<file path="config.mk">
export PLATFORM = sky130hd
export DESIGN_NAME = serial_adder_controller
export DESIGN_NICKNAME = d
export VERILOG_FILES = /design/src/rtl/serial_adder_controller.sv
export SDC_FILE = /design/constraint.sdc
export NUM_CORES = 1
export LEC_CHECK = 0
export ABC_AREA = 1
export BUFFER_PORTS_ARGS = -buffer_cell sky130_fd_sc_hd__buf_2
export CAP_MARGIN = 20
export CORE_MARGIN = 2
export CORE_UTILIZATION = 56
export DETAILED_ROUTE_END_ITERATION = 8
export PLACE_DENSITY = 0.83
export SYNTH_ARGS = -nofsm -noshare
export SYNTH_HDL_FRONTEND = slang
export SYNTH_SLANG_ARGS = --single-unit
</file>
<file path="constraint.sdc">
create_clock -name clk -period 1.8 [get_ports clk]
set_input_delay 0.54 -clock clk [delete_from_list [all_inputs] [get_ports clk]]
set_output_delay 0.54 -clock clk [all_outputs]
set_load 0.05 [all_outputs]
</file>
<file path="src/rtl/serial_adder_controller.sv">
// Bit-serial adder sequencer: one full-adder slice, LSB first, valid/ack result.
// Define SERIAL_ADD_SUB_EN to add a 'sub' input that computes a-b instead.

module serial_adder_fa (
    input  logic a_i,
    input  logic b_i,
    input  logic c_i,
    output logic s_o,
    output logic c_o
);
    logic p;
    logic g;
    logic t;

    assign p   = a_i ^ b_i;
    assign g   = a_i & b_i;
    assign t   = p & c_i;
    assign s_o = p ^ c_i;
    assign c_o = g | t;
endmodule

module serial_adder_controller #(
    parameter int WIDTH = 8
) (
    input  logic             clk,
    input  logic             reset_n,
    input  logic             start,
    input  logic [WIDTH-1:0] a,
    input  logic [WIDTH-1:0] b,
    input  logic             carryin,
`ifdef SERIAL_ADD_SUB_EN
    input  logic             sub,
`endif
    input  logic             ack,
    output logic             ready,
    output logic             busy,
    output logic             valid,
    output logic [WIDTH-1:0] sum,
    output logic             carryout
);
    localparam int CW = $clog2(WIDTH + 1);
    localparam logic [CW-1:0] LAST = CW'(WIDTH - 1);
    localparam logic [CW-1:0] ONE  = CW'(1);

    typedef enum logic [1:0] {
        S_IDLE = 2'd0,
        S_RUN  = 2'd1,
        S_DONE = 2'd2
    } state_e;

    state_e           state_q, state_d;
    logic [WIDTH-1:0] a_sh_q, a_sh_d;
    logic [WIDTH-1:0] b_sh_q, b_sh_d;
    logic [WIDTH-1:0] sum_sh_q, sum_sh_d;
    logic             carry_q, carry_d;
    logic [CW-1:0]    count_q, count_d;

    logic             fa_s;
    logic             fa_c;
    logic [WIDTH-1:0] sum_next;
    logic [WIDTH-1:0] b_load;
    logic             cin_load;

    serial_adder_fa u_fa (
        .a_i (a_sh_q[0]),
        .b_i (b_sh_q[0]),
        .c_i (carry_q),
        .s_o (fa_s),
        .c_o (fa_c)
    );

    // New sum bit enters at the MSB so bit 0 lands at the LSB after WIDTH shifts
    if (WIDTH == 1) begin : g_sum1
        assign sum_next = fa_s;
    end else begin : g_sumn
        assign sum_next = {fa_s, sum_sh_q[WIDTH-1:1]};
    end

`ifdef SERIAL_ADD_SUB_EN
    assign b_load   = sub ? ~b : b;
    assign cin_load = sub | carryin;
`else
    assign b_load   = b;
    assign cin_load = carryin;
`endif

    always_ff @(posedge clk or negedge reset_n) begin
        if (!reset_n) begin
            state_q  <= S_IDLE;
            a_sh_q   <= '0;
            b_sh_q   <= '0;
            sum_sh_q <= '0;
            carry_q  <= 1'b0;
            count_q  <= '0;
        end else begin
            state_q  <= state_d;
            a_sh_q   <= a_sh_d;
            b_sh_q   <= b_sh_d;
            sum_sh_q <= sum_sh_d;
            carry_q  <= carry_d;
            count_q  <= count_d;
        end
    end

    always_comb begin
        state_d = state_q;
        case (state_q)
            S_IDLE: if (start) state_d = S_RUN;
            S_RUN:  if (count_q == LAST) state_d = S_DONE;
            S_DONE: if (ack) state_d = S_IDLE;
            default: state_d = S_IDLE;
        endcase
    end

    always_comb begin
        a_sh_d   = a_sh_q;
        b_sh_d   = b_sh_q;
        sum_sh_d = sum_sh_q;
        carry_d  = carry_q;
        count_d  = count_q;
        case (state_q)
            S_IDLE: begin
                if (start) begin
                    a_sh_d  = a;
                    b_sh_d  = b_load;
                    carry_d = cin_load;
                    count_d = '0;
                end
            end
            S_RUN: begin
                a_sh_d   = a_sh_q >> 1;
                b_sh_d   = b_sh_q >> 1;
                sum_sh_d = sum_next;
                carry_d  = fa_c;
                count_d  = count_q + ONE;
            end
            default: ;
        endcase
    end

    always_comb begin
        ready    = (state_q == S_IDLE);
        busy     = (state_q == S_RUN);
        valid    = (state_q == S_DONE);
        sum      = sum_sh_q;
        carryout = carry_q;
    end
endmodule

</file>
==> impl_metrics.tcl <==
set metrics [dict create \
    synth_area_leader_cell "dfrtp_1" \
    antenna_found_initial 0 \
    layout_min_cycle_time_ns 1.75 \
    cp_cell_sequence "nor2_1, buf_4" \
    maxSlewHeadroom_pct 53.9 \
    vias 1245 \
    avgSynthCellArea_um2 8.48 \
    ant_nets 0 \
    h-tree-depth 2 \
    numCtsBuffers 5 \
    cap_violations 0 \
    synth-seq-area-share_pct 54.4 \
    place_congestion 0.827 \
    multi_input_area_um2 544 \
    rsz0062_at_grt "no" \
    vias_per_cell 5.34 \
    critPathKind "register to output pin" \
    path_buf_inv 1 \
    area_delta_synth_final_pct 16.2 \
    fillerInstances 207 \
    grt_pass1_wl_um 4840 \
    ys_top_cells_by_area "dfrtp_1 54%, nand3_1 19%, nand2_1 11%" \
    num_antenna_cells 0 \
    fin_skew_ns 0.00221 \
    finalCritPeriodShare_pct 97.0 \
    drive_above_1_share_pct 22.7 \
    dr.pass1.iters 4 \
    clockBufferDepth 2 \
    required_ns 1.26 \
    grt.overflow.total 0 \
    tightest_slew_ns 0.691 \
    cp_slowest_cell "dfrtp_1" \
    post-place-ws_ns 0.285 \
    numPortBuffers 32 \
    grt.total_usage_pct 23.5 \
    die-area_mm2 0.00296 \
    die_w_um 54.4 \
    irDropWorstVdd_mv 1.49 \
    wl_um 2930 \
    power.density_mw_per_mm2 1820 \
    cts_hold_buf 0 \
    grt_pass1_vias 1139 \
    hp-class "primary input to asynchronous set/reset pin" \
    rows 18 \
    finalWorstSetupSlack_ns 0.0539 \
    cp_top_family "flip-flops" \
    most-common-layout-cells "53 x nand3_1, 43 x nand2_1, 31 x dfrtp_1, 30 x buf_2, 10 x inv_1" \
    fin_nets 225 \
    hold_viol 0 \
    first_iter_violations 39 \
    worstPathArrival_ns 1.21 \
    clock_latency_ns 0.33 \
    report.final.slew_viol_count 0 \
    synth_nets 191 \
    yosys_warnings 0 \
    ys_ff_latch 31 \
    p_total_uw 3020 \
    cpPeakStageDelay_ns 0.42 \
    synth_top_area_share_pct 54.4 \
    wl_per_cell_um 12.6 \
    fp.dieH_um 54.4 \
    cts.sinks 31 \
    setup_viol 0 \
    grt_max_degree 33 \
    path_clk_slew_ns 0.09 \
    p_leak_uw 0.000880 \
    dp_hpwl_um 2020 \
    core-area_mm2 0.00245 \
    cts_tree "built" \
    io-pin-count 33 \
    status "finished, final reports clean" \
    netlist_area_mm2 0.00143 \
    synth_cell_type_count 17 \
    seq_area_um2 776 \
    drc 0 \
    synthCells 168 \
    critPathCaptureType "output pin" \
    layout_commonest_cell "nand3_1" \
    clockRootBuffer "clkbuf_4" \
    start_util_pct 58.1 \
    setup_tns_ns 0 \
    timing.fmax_mhz 573 \
    start_kind "register" \
    cp_max_fo 4 \
]
[metrics by stage]
stage	hold WS [ns]	util [%]	instance area, µm²	instances
after floorplan	0.244	-	1430	168
after global placement	0.456	65.2	1600	225
after detailed placement	0.469	65.2	1600	225
after CTS	0.256	67.3	1650	233
after global routing	0.288	67.4	1660	233
final	0.237	67.4	1660	233
[flip-flops by register name, summed over array words and instances (netlist names)]
register,cells
count_q,4
a_sh_q,8
sum,8
carryout,1
state_q,2
b_sh_q,8
[worst reg2reg max path, cell delays in order, from the launching register on]
cell and delay [ns]:
dfrtp_1 0.41, inv_2 0.09, nand2_2 0.06, inv_2 0.06, buf_4 0.27, nor2_1 0.12, inv_1 0.06, o21ai_0 0.08
[Yosys cell counts (all sizes together)]
master	number
nand3	53
buf	9
dfrtp	31
a21oi	1
fa	1
o21ai	8
inv	12
ha	1
nand2	44
nand4	1
xnor2	1
nor2	5
clkbuf	1
[per-layer routing]
metal,vias up,global-route usage [%],routed length (µm)
li1,617,-,-
met1,582,27.2,1280
met2,38,39.2,1430
met3,8,6.01,136
met4,0,13.3,77
met5,-,0,0
[cell families after synthesis]
kind of cell               count (synthesis)  share of synthesized area [%]
DFF                                       31                           54.4
and+or+nand+nor                          103                           32.1
adders and majority gates                  2                           2.28
AOI/OAI and AO/OA                          9                           3.16
xor gates and xnor gates                   1                          0.615
buffers and inverters                     22                           7.37
[area by class of cell]
cell class,instances,share of cell area [%]
clock buffer,7,2.72
sequential,31,46.9
inverter,12,2.72
timing repair buffer,37,12.2
multi-input combinational,115,32.9
clock inverter,1,0.302
tap,30,2.27
[power by group]
part	total (µW)	switching, µW	internal [µW]
Combinational	1440	1020	423
Sequential	1190	202	985
Clock	384	232	152
[final timing paths]
kind / depth (start not counted) / to / slack (ns) / start
min in group clk: 3 / b_sh_q[7]$_DFFE_PN0P_ / 0.40 / b[7]
worst max-delay path: 2 / ready / 0.05 / state_q[0]$_DFFE_PN0P_
worst min register to register: 2 / sum[0]$_DFFE_PN0N_ / 0.49 / sum[0]$_DFFE_PN0N_
worst min-delay path: 1 / sum[3]$_DFFE_PN0N_ / 0.24 / reset_n
worst max register to register: 7 / state_q[0]$_DFFE_PN0P_ / 0.52 / state_q[1]$_DFFE_PN0P_
max in group asynchronous: 1 / sum[6]$_DFFE_PN0N_ / 1.12 / reset_n
[what timing repair did]
| action | in CTS | in global routing |
|---|---|---|
| setup endpoints to repair | 1 | 1 |
| setup buffers | 0 | 0 |
| endpoints found under the hold margin | 0 | 0 |
| cloned | 0 | 0 |
| gates resized for setup | 1 | 1 |
Power figures use the tool's default switching activity.
